File: src/rtl/dc_scan_driver_pkg.sv
// Shared types and defaults for the digital-core scan driver.
// Holds the FSM state enum and counter-width helpers.
package dc_pkg;

  typedef enum logic [0:0] {
    IDLE  = 1'b0,
    SHIFT = 1'b1
  } dc_state_e;

  localparam int DC_CHAIN_LEN = 3;
  localparam int DC_DATA_W    = 8;
  localparam int DC_DIV       = 4;

  // Strobe counter must reach N without wrapping.
  function automatic int cnt_w(input int n);
    return (n < 1) ? 1 : $clog2(n + 1);
  endfunction

  function automatic int div_w(input int d);
    return (d <= 1) ? 1 : $clog2(d);
  endfunction

endpackage

File: src/rtl/dc_scan_driver_if.sv
// Host-side handshake bundle of the scan driver.
// master: command logic; slave: dc_scan_driver.
interface dc_scan_driver_if
  import dc_pkg::*;
#(
  parameter int DATA_W = DC_DATA_W
);

  logic [DATA_W-1:0] tx_data;
  logic              tx_valid;
  logic              tx_ready;
  logic              abort;
  logic [DATA_W-1:0] rx_data;
  logic              rx_valid;
  logic              busy;

  modport master (
    output tx_data, tx_valid, abort,
    input  tx_ready, rx_data, rx_valid, busy
  );

  modport slave (
    input  tx_data, tx_valid, abort,
    output tx_ready, rx_data, rx_valid, busy
  );

endinterface

File: src/rtl/dc_enable_gen.sv
// Strobe divider: registered tick every DIV cycles while run.
// Ports: internal_clk, dc_rstn, clr (first tick next cycle), run, tick.
module dc_enable_gen
  import dc_pkg::*;
#(
  parameter int DIV = DC_DIV
) (
  input  logic internal_clk,
  input  logic dc_rstn,
  input  logic clr,
  input  logic run,
  output logic tick
);

  localparam int W = div_w(DIV);
  localparam logic [W-1:0] LAST = W'(DIV - 1);

  logic [W-1:0] cnt;

  always_ff @(posedge internal_clk or negedge dc_rstn) begin
    if (!dc_rstn) begin
      cnt  <= '0;
      tick <= 1'b0;
    end else if (clr) begin
      cnt  <= '0;
      tick <= 1'b1;
    end else if (run) begin
      cnt  <= (cnt == LAST) ? '0 : cnt + 1'b1;
      tick <= (cnt == LAST);
    end else begin
      tick <= 1'b0;
    end
  end

endmodule

File: src/rtl/dc_scan_driver.sv
// Shifts a word MSB-first into the core scan chain and returns
// the word emerging at the far end. Ports: clk/rst, bus, dc_*.
module dc_scan_driver
  import dc_pkg::*;
#(
  parameter int   DATA_W    = DC_DATA_W,
  parameter int   CHAIN_LEN = DC_CHAIN_LEN,
  parameter int   DIV       = DC_DIV,
  parameter logic PAD_VAL   = 1'b0
) (
  input  logic             internal_clk,
  input  logic             dc_rstn,
  dc_scan_driver_if.slave  bus,
  output logic             dc_clk_enable,
  output logic             dc_digital_input,
  input  logic             dc_digital_output
);

  localparam int N  = DATA_W + CHAIN_LEN;
  localparam int SW = cnt_w(N);
  localparam logic [SW-1:0] S_LAST = SW'(N - 1);
  localparam logic [SW-1:0] S_CAP  = SW'(CHAIN_LEN);

  dc_state_e         state;
  logic [SW-1:0]     scnt;
  logic [DATA_W-1:0] tx_sh;
  logic [DATA_W-1:0] rx_sh;
  logic [DATA_W-1:0] tx_nxt;
  logic [DATA_W-1:0] rx_nxt;
  logic              accept;
  logic              abt;
  logic              stb;
  logic              last;
  logic              run;

  assign bus.tx_ready = (state == IDLE);
  assign bus.busy     = (state == SHIFT);

  assign accept = (state == IDLE) & bus.tx_valid & ~bus.abort;
  assign abt    = (state == SHIFT) & bus.abort;
  assign stb    = (state == SHIFT) & dc_clk_enable & ~bus.abort;
  assign last   = dc_clk_enable & (scnt == S_LAST);
  // Stop the divider on the edge that ends the run, so no
  // stray strobe is registered after the last one.
  assign run    = (state == SHIFT) & ~bus.abort & ~last;

  // Pad bits enter at the LSB and surface once data is spent.
  assign tx_nxt = (tx_sh << 1) | DATA_W'(PAD_VAL);
  assign rx_nxt = (rx_sh << 1) | DATA_W'(dc_digital_output);

  dc_enable_gen #(
    .DIV (DIV)
  ) u_en (
    .internal_clk (internal_clk),
    .dc_rstn      (dc_rstn),
    .clr          (accept),
    .run          (run),
    .tick         (dc_clk_enable)
  );

  always_ff @(posedge internal_clk or negedge dc_rstn) begin
    if (!dc_rstn) begin
      state            <= IDLE;
      scnt             <= '0;
      tx_sh            <= '0;
      rx_sh            <= '0;
      dc_digital_input <= 1'b0;
      bus.rx_data      <= '0;
      bus.rx_valid     <= 1'b0;
    end else begin
      bus.rx_valid <= 1'b0;
      unique case (1'b1)
        accept: begin
          state            <= SHIFT;
          scnt             <= '0;
          tx_sh            <= bus.tx_data;
          rx_sh            <= '0;
          dc_digital_input <= bus.tx_data[DATA_W-1];
        end
        abt: begin
          state <= IDLE;
        end
        stb: begin
          tx_sh            <= tx_nxt;
          dc_digital_input <= tx_nxt[DATA_W-1];
          scnt             <= scnt + 1'b1;
          // Early strobes return stale chain contents.
          if (scnt >= S_CAP) rx_sh <= rx_nxt;
          if (last) begin
            state        <= IDLE;
            bus.rx_data  <= rx_nxt;
            bus.rx_valid <= 1'b1;
          end
        end
        default: ;
      endcase
    end
  end

endmodule

File: src/flat_wrapper.sv
// flat-port wrapper written by rule: the top's interface ports become plain ports
module dc_scan_driver_flat import dc_pkg::*;
#(
  parameter int   DATA_W    = DC_DATA_W,
  parameter int   CHAIN_LEN = DC_CHAIN_LEN,
  parameter int   DIV       = DC_DIV,
  parameter logic PAD_VAL   = 1'b0
)
  (internal_clk, dc_rstn, dc_clk_enable, dc_digital_input, dc_digital_output, bus_tx_data, bus_tx_valid, bus_abort, bus_tx_ready, bus_rx_data, bus_rx_valid, bus_busy);
  dc_scan_driver_if #(.DATA_W(DATA_W)) bus_i ();
  input  logic internal_clk;
  input  logic dc_rstn;
  output logic dc_clk_enable;
  output logic dc_digital_input;
  input  logic dc_digital_output;
  input wire logic [$bits(bus_i.tx_data)-1:0] bus_tx_data;
  input wire logic [$bits(bus_i.tx_valid)-1:0] bus_tx_valid;
  input wire logic [$bits(bus_i.abort)-1:0] bus_abort;
  output wire logic [$bits(bus_i.tx_ready)-1:0] bus_tx_ready;
  output wire logic [$bits(bus_i.rx_data)-1:0] bus_rx_data;
  output wire logic [$bits(bus_i.rx_valid)-1:0] bus_rx_valid;
  output wire logic [$bits(bus_i.busy)-1:0] bus_busy;
  assign bus_i.tx_data = bus_tx_data;
  assign bus_i.tx_valid = bus_tx_valid;
  assign bus_i.abort = bus_abort;
  assign bus_tx_ready = bus_i.tx_ready;
  assign bus_rx_data = bus_i.rx_data;
  assign bus_rx_valid = bus_i.rx_valid;
  assign bus_busy = bus_i.busy;
  dc_scan_driver #(.DATA_W(DATA_W), .CHAIN_LEN(CHAIN_LEN), .DIV(DIV), .PAD_VAL(PAD_VAL)) u_core (.internal_clk(internal_clk), .dc_rstn(dc_rstn), .bus(bus_i), .dc_clk_enable(dc_clk_enable), .dc_digital_input(dc_digital_input), .dc_digital_output(dc_digital_output));
endmodule
File: config.mk
export PLATFORM = sky130hd
export DESIGN_NAME = dc_scan_driver_flat
export DESIGN_NICKNAME = d
export VERILOG_FILES = /design/src/rtl/dc_scan_driver_pkg.sv /design/src/rtl/dc_scan_driver_if.sv /design/src/rtl/dc_enable_gen.sv /design/src/rtl/dc_scan_driver.sv /design/src/flat_wrapper.sv
export SDC_FILE = /design/constraint.sdc
export NUM_CORES = 1
export LEC_CHECK = 0
export BUFFER_PORTS_ARGS = -buffer_cell sky130_fd_sc_hd__buf_4
export CORE_ASPECT_RATIO = 1.2
export CORE_MARGIN = 8
export CORE_UTILIZATION = 40
export DETAILED_ROUTE_END_ITERATION = 16
export PLACE_DENSITY = 0.61
export SYNTH_ARGS = -nofsm -noshare
export SYNTH_HDL_FRONTEND = slang
export SYNTH_SLANG_ARGS = --single-unit
File: constraint.sdc
create_clock -name internal_clk -period 1.7 [get_ports internal_clk]
set_input_delay 0.34 -clock internal_clk [delete_from_list [all_inputs] [get_ports internal_clk]]
set_output_delay 0.34 -clock internal_clk [all_outputs]
set_load 0.02 [all_outputs]
==> flow_summary.json <==
{
  "status": "complete, but fails checks",
  "violations": "negative hold slack",
  "grt_overflow": 0,
  "nets": 168,
  "wl_um": 2810,
  "hpwl_um": 2040,
  "r2r_setup_slack_ns": 0.1,
  "cp_num_cells": 6,
  "cp_cell_sequence": "inv_1, ha_1, nand4b_4, nor3_4, buf_12, mux2_2",
  "r2r-start": "u_core.scnt[0]$_DFFE_PN0P_",
  "pwr-share-comb_pct": 10.5,
  "dpl_cell_area_um2": 1700,
  "finalPower_mw": 1.65,
  "critPathLaunch": "u_core.scnt[0]$_DFFE_PN0P_",
  "p_sw_share_pct": 23.7,
  "gp_congestion": 0.785,
  "path_delay_family": "flip-flops",
  "placementRows": 24,
  "coreArea_um2": 3540,
  "critPathArrivalTime_ns": 1.76,
  "drive_gt1_share_pct": 36.2,
  "setup_tns_ns": 0,
  "cts.sinks": 32,
  "critPathKind": "reg -> reg",
  "synth_ff_type": "dfrtp_1",
  "chipHeight_um": 81.9,
  "htreeDepth": 2,
  "ctsHoldBuffers": 0,
  "dp.cells": 184,
  "slew_headroom_pct": 67.1,
  "ys_types": 33,
  "rsz0062_at_grt": "no",
  "worst-path-buf-inv": 2,
  "post_cts_resized": 0,
  "grt_pass1_wl_um": 4940,
  "cts_tree": "yes",
  "leakage_nw": 0.948,
  "start_kind": "register",
  "antenna_found_initial": 0,
  "numCtsBuffers": 5,
  "rr_endpoint": "u_core.bus.rx_data[5]$_DFFE_PN0P_",
  "clkPwrFrac_pct": 37.4,
  "wl_per_cell_um": 14.7,
  "rr_worst_depth": 6,
  "vias_per_cell": 5.27,
  "yosysSeqAreaShare_pct": 55.3,
  "min_period_ns": 1.60,
  "yosys.area.top_type": "dfrtp_1",
  "p_sw_mw": 0.390,
  "cp_slowest_stage_delay_ns": 0.42,
  "syn_area_um2": 1450,
  "cp_max_fo": 9,
  "clock_latency_ns": 0.28,
  "worstSetupEndpointType": "register",
  "critPathRequiredTime_ns": 1.86,
  "synth.top_cells.by_area": "dfrtp_1 55%, mux2_2 8.5%, mux2i_1 4.1%",
  "final.setup.worst_slack_ns": 0.0982,
  "post-synth-top-count-cell": "dfrtp_1",
  "syn_avg_cell_area_um2": 12.0,
  "vias": 1006,
  "syn_nets": 137,
  "grt_pass1_vias": 1059,
  "hold_slack_ns": -0.0110,
  "peakVddDrop_mv": 0.460,
  "crit_path_top_delay_cell": "dfrtp_1",
  "n_antenna_cell": 0,
  "clock_skew_ns": 0.00634,
  "multi_input_area_um2": 599,
  "clk_pin_slew_ns": 0.06,
  "fin_crit_sh_pct": 94.2,
  "synth_top_area_share_pct": 55.3,
  "ys_top_cells_by_count": "32 x dfrtp_1, 15 x nand2_1, 11 x mux2_2",
  "die-area_um2": 5810,
  "start_util_pct": 40.9,
  "worst_pin_slew_ns": 0.492,
  "ys_ff_latch": 32,
  "setup_viol": 0,
  "async_flop_share_pct": 100,
  "final_cell_count_no_fill": 191,
  "drv_slew": 0,
  "grt_max_degree": 33,
  "root_buffer": "clkbuf_8",
  "fillers": 325,
  "syn_inst": 121,
  "drc": 0,
  "pin_count": 26,
  "cts_max_path_buffers": 2,
  "ant_nets": 0,
  "postCtsSetupBuffers": 0,
  "max_clock_freq_mhz": 624,
  "power.density_nw_per_um2": 916,
  "io_buffers": 25,
  "area_growth_pct": 24.1,
  "yosysWarnings": 0,
  "hold_violations": 24,
  "synth_edf_count": 0,
  "fin_area_um2": 1800,
  "regArea_um2": 801,
  "power_frac_seq_pct": 52.1,
  "drt_first_iter_violations": 41,
  "pre_cts_slack_ns": 0.0949,
  "hold_path_class": "in -> async",
  "fp.dieW_um": 70.9,
  "intPower_mw": 1.26,
  "first_pass_iters": 4,
  "grt_usage_pct": 11.1,
  "maxCapViolCount": 0
}
[power by group through the flow]
| stage | Clock [mW] | Combinational [mW] | Sequential [mW] |
|---|---|---|---|
| floorplan | 0 | 0.0919 | 0.871 |
| global route | 0.672 | 0.198 | 0.867 |
| global placement | 0 | 0.172 | 0.869 |
| finish | 0.615 | 0.173 | 0.857 |
| detailed placement | 0 | 0.177 | 0.871 |
| CTS | 0.631 | 0.177 | 0.858 |
[how the worst max path moves through the flow]
| stage | end | slack [ns] |
|---|---|---|
| global placement | u_core.bus.rx_data[2]$_DFFE_PN0P_ | 0.13 |
| detailed placement | u_core.bus.rx_data[4]$_DFFE_PN0P_ | 0.09 |
| finish | u_core.bus.rx_data[5]$_DFFE_PN0P_ | 0.1 |
| floorplan | u_core.bus.rx_data[0]$_DFFE_PN0P_ | 0.12 |
| global route | u_core.bus.rx_data[6]$_DFFE_PN0P_ | 0.02 |
| CTS | u_core.bus.rx_data[4]$_DFFE_PN0P_ | 0.08 |
[cells by family (layout without fill, tap and decap cells)]
kind of cell,Yosys count,in the layout,synth area share (%)
flip-flops,32,32,55.3
adder cells (fa/ha/maj),3,3,2.59
AND/OR/NAND/NOR,44,44,18.9
buffers and inverters,11,42,3.37
multiplexers,17,17,12.7
AO/OA/AOI/OAI,14,14,7.17
[area by class of cell]
| class | count | share of cell area, % |
|---|---|---|
| clock buffers | 7 | 5.36 |
| inverters | 6 | 1.25 |
| multi-input cells | 78 | 33.3 |
| flip-flops and latches | 32 | 44.5 |
| well taps | 39 | 2.71 |
| repair buffers | 29 | 12.8 |
[per-stage QoR]
stage	utilization, %	hold slack, ns
floorplan	-	0.0444
global placement	48.0	0.299
detailed placement	48.0	0.305
CTS	50.7	0.00390
global route	50.7	0.0107
finish	50.7	-0.0110
[worst reg2reg max path: stages, from the launching register on]
cell	delay (ns)
dfrtp_1	0.42
inv_1	0.07
ha_1	0.20
nand4b_4	0.14
nor3_4	0.18
buf_12	0.15
mux2_2	0.32
[sequential cells by signal, summed over array words and instances, names as in the netlist]
| name | flops |
|---|---|
| u_core.tx_sh | 7 |
| u_core.scnt | 4 |
| u_core.bus.rx_data | 8 |
| u_core.u_en.cnt | 2 |
| u_core.bus.rx_valid | 1 |
| u_core.bus.busy | 1 |
| u_core.dc_digital_input | 1 |
| u_core.rx_sh | 7 |
| u_core.u_en.tick | 1 |
[cell usage in the layout (no fill, tap or decap), types with 2 or more instances in the layout]
master,netlist,final
dfrtp_1,32,32
buf_4,1,28
nand2_1,15,15
mux2_2,11,11
nand3_1,10,10
clkbuf_8,0,7
nor2_1,6,6
mux2i_1,6,6
inv_1,5,5
a22oi_1,5,5
ha_1,3,3
a22o_1,2,2
nor3_1,2,2
[per-layer routing]
layer  track usage (%)  part of all wire, %  vias up
met5                 0                    0        -
met4              5.00                  1.1        0
li1                  -                    -      492
met2              18.3                   51       23
met3              4.64                  5.5        4
met1              12.3                   43      487
No activity file was read; power rests on OpenSTA's default activity.
